==> config.mk <==
export PLATFORM = sky130hd
export DESIGN_NAME = cla_multiword_sequencer
export DESIGN_NICKNAME = d
export VERILOG_FILES = /design/src/rtl/cla_multiword_sequencer_pkg.sv /design/src/rtl/cla_multiword_sequencer_carry_lookahead.sv /design/src/rtl/cla_multiword_sequencer.sv
export SDC_FILE = /design/constraint.sdc
export NUM_CORES = 1
export LEC_CHECK = 0
export ABC_AREA = 1
export CORE_ASPECT_RATIO = 1.4
export CORE_UTILIZATION = 46
export CTS_CLUSTER_DIAMETER = 120
export DETAILED_ROUTE_END_ITERATION = 10
export GPL_ROUTABILITY_DRIVEN = 0
export HOLD_SLACK_MARGIN = 0.03
export PLACE_DENSITY = 0.77
export SYNTH_ARGS = -nofsm -noshare
export SYNTH_HDL_FRONTEND = slang
export SYNTH_SLANG_ARGS = --single-unit
==> constraint.sdc <==
create_clock -name clk -period 2.8 [get_ports clk]
set_clock_uncertainty 0.15 [all_clocks]
set_input_delay 0.7 -clock clk [delete_from_list [all_inputs] [get_ports clk]]
set_output_delay 0.7 -clock clk [all_outputs]
set_load 0.03 [all_outputs]
==> src/rtl/cla_multiword_sequencer_pkg.sv <==
// Shared definitions for the multi-precision add/subtract sequencer.
package cla_multiword_sequencer_pkg;

  localparam int unsigned BYTE_W = 8;

  typedef enum logic [1:0] {
    IDLE = 2'd0,
    RUN  = 2'd1,
    DONE = 2'd2
  } state_e;

endpackage

==> src/rtl/cla_multiword_sequencer_carry_lookahead.sv <==
// 8-bit carry-lookahead adder slice: each carry is a flat sum of generate/propagate products.
module carry_lookahead
  import cla_multiword_sequencer_pkg::*;
(
  input  logic [BYTE_W-1:0] a,
  input  logic [BYTE_W-1:0] b,
  input  logic              c0,
  output logic [BYTE_W-1:0] sum,
  output logic              c_1
);

  logic [BYTE_W-1:0] g;
  logic [BYTE_W-1:0] p;
  logic [BYTE_W:0]   c;
  logic              term;

  always_comb begin
    g    = a & b;
    p    = a ^ b;
    c    = '0;
    term = 1'b0;
    // c[i] = c0*p[0..i-1] + sum over k<i of g[k]*p[k+1..i-1]
    for (int unsigned i = 0; i <= BYTE_W; i++) begin
      term = c0;
      for (int unsigned j = 0; j < i; j++) begin
        term = term & p[j];
      end
      c[i] = term;
      for (int unsigned k = 0; k < i; k++) begin
        term = g[k];
        for (int unsigned j = k + 1; j < i; j++) begin
          term = term & p[j];
        end
        c[i] = c[i] | term;
      end
    end
    sum = p ^ c[BYTE_W-1:0];
    c_1 = c[BYTE_W];
  end

endmodule

==> src/rtl/cla_multiword_sequencer.sv <==
// Byte-serial multi-precision add/subtract around one shared 8-bit carry-lookahead slice.
module cla_multiword_sequencer
  import cla_multiword_sequencer_pkg::*;
#(
  parameter int unsigned WORDS = 4
) (
  input  logic                      clk,
  input  logic                      rst_n,
  input  logic                      start,
  input  logic                      sub,
  input  logic [BYTE_W*WORDS-1:0]   a,
  input  logic [BYTE_W*WORDS-1:0]   b,
  output logic                      ready,
  output logic                      busy,
  output logic                      done,
  output logic [BYTE_W*WORDS-1:0]   result,
  output logic                      cout,
  output logic                      ovf
);

  localparam int unsigned W     = BYTE_W * WORDS;
  localparam int unsigned IDX_W = $clog2(WORDS);

  state_e             state_q, state_d;
  logic [W-1:0]       op_a_q, op_a_d;
  logic [W-1:0]       op_b_q, op_b_d;
  logic [W-1:0]       result_q, result_d;
  logic [IDX_W-1:0]   idx_q, idx_d;
  logic               carry_q, carry_d;
  logic               cout_q, cout_d;
  logic               ovf_q, ovf_d;

  logic [BYTE_W-1:0]  a_byte;
  logic [BYTE_W-1:0]  b_byte;
  logic [BYTE_W-1:0]  sum_byte;
  logic               c_out;
  logic               last_byte;

  always_comb begin
    a_byte = '0;
    b_byte = '0;
    for (int unsigned i = 0; i < WORDS; i++) begin
      if (idx_q == IDX_W'(i)) begin
        a_byte = op_a_q[i*BYTE_W +: BYTE_W];
        b_byte = op_b_q[i*BYTE_W +: BYTE_W];
      end
    end
  end

  carry_lookahead u_cla (
    .a   (a_byte),
    .b   (b_byte),
    .c0  (carry_q),
    .sum (sum_byte),
    .c_1 (c_out)
  );

  assign last_byte = (idx_q == IDX_W'(WORDS - 1));
  assign ready     = (state_q == IDLE) || (state_q == DONE);
  assign busy      = (state_q == RUN);
  assign done      = (state_q == DONE);
  assign result    = result_q;
  assign cout      = cout_q;
  assign ovf       = ovf_q;

  always_comb begin
    state_d  = state_q;
    op_a_d   = op_a_q;
    op_b_d   = op_b_q;
    result_d = result_q;
    idx_d    = idx_q;
    carry_d  = carry_q;
    cout_d   = cout_q;
    ovf_d    = ovf_q;
    case (state_q)
      IDLE, DONE: begin
        if (start) begin
          // Subtraction is a + ~b + 1: invert B once here and seed the carry with 1.
          state_d  = RUN;
          op_a_d   = a;
          op_b_d   = sub ? ~b : b;
          carry_d  = sub;
          idx_d    = '0;
          result_d = '0;
        end else begin
          state_d = IDLE;
        end
      end
      RUN: begin
        for (int unsigned i = 0; i < WORDS; i++) begin
          if (idx_q == IDX_W'(i)) begin
            result_d[i*BYTE_W +: BYTE_W] = sum_byte;
          end
        end
        carry_d = c_out;
        idx_d   = idx_q + 1'b1;
        if (last_byte) begin
          state_d = DONE;
          cout_d  = c_out;
          ovf_d   = (op_a_q[W-1] == op_b_q[W-1]) && (sum_byte[BYTE_W-1] != op_a_q[W-1]);
        end
      end
      default: state_d = IDLE;
    endcase
  end

  always_ff @(posedge clk) begin
    if (!rst_n) begin
      state_q  <= IDLE;
      op_a_q   <= '0;
      op_b_q   <= '0;
      result_q <= '0;
      idx_q    <= '0;
      carry_q  <= 1'b0;
      cout_q   <= 1'b0;
      ovf_q    <= 1'b0;
    end else begin
      state_q  <= state_d;
      op_a_q   <= op_a_d;
      op_b_q   <= op_b_d;
      result_q <= result_d;
      idx_q    <= idx_d;
      carry_q  <= carry_d;
      cout_q   <= cout_d;
      ovf_q    <= ovf_d;
    end
  end

endmodule

==> key figures <==
Run status
  – Status: finished, violations left
  – Failing checks: negative setup slack

STA
  – Period utilisation layout: 1.04
  – Worst-Margin Slew: 0.720 ns
  – Final slew viol count: 0
  – Fin. Hold Viols: 0
  – Final WS setup: -0.114 ns
  – Slew headroom: 0.519
  – Unrepaired setup endpoints after global routing: yes
  – Period minus WS final: 2.91 ns
  – Setup violations, final: 9
  – Max Fclk: 0.343 GHz

Clocking
  – Cts hold-fix bufs: 0
  – Htree depth: 3
  – CTS Buf Count: 9
  – Worst-Skew Late Latency: 0.35 ns
  – Clk root buf: clkbuf_16
  – CTS tree: done
  – Reg clk slew, reported paths: 0.07 ns
  – Clock Sinks: 103
  – Clock Path Buffers: 2

Logic synthesis
  – EDFF count, synth: 0
  – Synth Flop Type: dfxtp_1
  – Netlist cell types: 34
  – Synth Instances: 619
  – Avg Inst Size Synth: 7.75 sq um
  – Top cells by area, synth: dfxtp_1, o21ai_0, a21oi_1
  – Mapped Area: 0.00480 sq mm
  – YS warnings: 0
  – Yosys reg bits: 103
  – Sequential-to-total area share from yosys stat: 0.430
  – Cell taking the most area after synthesis: dfxtp_1
  – Syn Nets: 701
  – Ys async rst share: 0
  – Top cell type's share of synthesized area: 0.430

Layout
  – Nets: 815
  – Multi-input gate area: 0.00250 sq mm
  – Antenna cells: 0
  – Layout area overhead: 37.5%
  – Register Area: 0.00207 sq mm
  – Layout cells sized above 1: 0.160
  – Fillers: 832

GRT
  – Initial antenna violation count: 0
  – Largest net degree at the start of global routing: 97
  – Gr ovfl total: 0
  – First-pass GRT wire length: 19,800 um
  – Vias in the first global route: 4,393
  – Gr usage total: 0.234

Route
  – Routed vias/inst: 5.31
  – ANT nets after route: 0
  – Routed WL per cell: 14.7 um
  – DR DRC count: 0
  – DRT Pass-1 Iters: 5
  – DRT iter0 DRCs: 340
  – Final WL: 12,800 um
  – Via Count: 4,633

Placement
  – Number of port buffers: 104
  – DP HPWL: 8780 um
  – Setup WS pre-CTS: -0.179 ns

Floorplanning
  – Die area: 0.0108 sq mm
  – Initial Utilization: 0.479
  – Die width: 88.3 um
  – Rows: 43
  – IO Count: 105
  – Core area: 0.0100 sq mm
  – Die Y: 123 um

Critical path
  – Reg2reg end: result[15]
  – Flop2flop setup slack: -0.11 ns
  – CP arrival: 3.03 ns
  – Setup crit end kind: register
  – Critical Path Max Stage Delay: 0.38 ns
  – Critical path class: reg -> reg
  – CP required: 2.92 ns
  – CP Cell Sequence: inv_4, ha_4, buf_4, a221oi_2, o21ai_2, ha_1, ha_2, nand2_2, nand3_4, nand2_4, nand2_4, nand3_4, nand2_2, nand2_2, nand2_2, nor2_4, nand2_2, a21oi_2
  – Worst-path fanout max: 4
  – Reg2reg start: idx_q[1]
  – Top cell by count, worst path: nand2_2
  – Critical Path Source Type: register
  – Reg2reg path depth: 18
  – CP max-delay cell: a221oi_2

Job
  – Max cap viols: 0

Pwr
  – Switching share of power: 0.311
  – Share of power burned in registers: 0.432
  – P_sw: 1.19 mW
  – Cell-internal power: 2.65 mW
  – Logic gate share of total power: 0.260
  – Total power: 3.84 mW
  – Pleak: 2.58 nW
  – Power density over cell area: 582 mW/mm^2
  – Clock power share: 0.307
  – IR drop worst, VDD: 374 uV

Min path
  – Worst Hold Class: reg -> reg
  – Min-Delay Endpoint: result[1]
  – Hold Path Cell Cnt: 2
  – Hold Path Origin: result[1]
power groups by stage:
stage               combinational [mW]  sequential, mW  clock (mW)
floorplan                        0.476            1.74           0
global placement                 0.840            1.68           0
detailed placement               0.861            1.69           0
CTS                              0.896            1.66        1.18
global route                      1.08            1.67        1.25
finish                           0.999            1.66        1.18
layout by cell type (no fill, tap or decap), drive strengths merged:
cell / n
a211oi: 1
a21o: 1
clkinvlp: 2
a31oi: 1
nand3: 8
a21oi: 96
clkdlybuf4s50: 102
nor2: 78
dfxtp: 103
o21bai: 1
ha: 13
o22ai: 8
inv: 60
nand2: 56
clkbuf: 9
a221oi: 1
fa: 1
a22oi: 1
o21ai: 113
buf: 41
a22o: 7
xnor2: 32
clkinv: 3
kinds of logic after synthesis:
group,synth area share
compound gates,0.260
simple gates,0.125
flops,0.430
buf+inv,0.0882
xor+xnor,0.0584
fa+ha+maj,0.0381
routing by layer:
layer  share of wire  track usage
met5               0            0
met1            0.40        0.271
met4           0.043        0.112
met3           0.055       0.0424
met2            0.50        0.411
critical path, delay by kind of cell (launching register included):
kind            cells  cell delay [ns]
compound gates      3             0.64
fa+ha+maj           3             0.67
buf+inv             2             0.19
flops               1             0.37
simple gates       10             0.80
what timing repair did:
action                     4_1_cts  5_1_grt
resized for setup               17       49
buffers inserted                 9        6
setup endpoints to repair       15       33
pin swaps                        8       23
worst max path at each step:
stage                  start         end  slack, ns  depth (start not counted)
finish              idx_q[1]  result[15]      -0.11                         18
global route        idx_q[1]  result[15]      -0.27                         18
CTS                 idx_q[0]  result[23]       0.01                         21
detailed placement  idx_q[0]  result[15]      -0.18                         20
global placement    idx_q[0]  result[23]      -0.01                         20
floorplan           idx_q[1]  result[31]      0.003                         19
metrics by stage:
stage | setup TNS [ns] | instances | hold slack, ns | cell area [sq um] | utilization
finish | -0.561 | 873 | 0.313 | 6600 | 0.659
global route | -2.69 | 873 | 0.336 | 6600 | 0.659
CTS | 0 | 867 | 0.316 | 6360 | 0.636
detailed placement | -1.68 | 842 | 0.306 | 5990 | 0.599
global placement | -0.0219 | 842 | 0.302 | 5990 | 0.599
floorplan | 0 | 619 | 0.300 | 4800 | -
registers in the layout (all words and copies together), names as in the netlist:
register / count
state_q: 2
op_a_q: 32
ovf: 1
cout: 1
result: 32
op_b_q: 32
carry_q: 1
idx_q: 2
synth_stat cells (3+ instances only):
library cell	n
ha_1	13
buf_6	4
nand3_1	6
a21oi_1	93
xnor2_1	32
o21ai_1	11
nand2_2	3
nand2_1	52
buf_2	12
inv_1	53
a21oi_2	3
dfxtp_1	103
nor2_1	74
inv_2	4
o21ai_0	99
a22o_1	7
o21ai_4	3
buf_1	3
clkbuf_1	19
o22ai_1	8
final cells by class:
class	count	area share
timing repair buffer	143	0.204
tap	135	0.0256
inverter	58	0.0345
multi-input combinational	418	0.380
sequential	103	0.314
clock buffer	9	0.0341
clock inverter	7	0.00872
(Power assumes the default switching activity.)
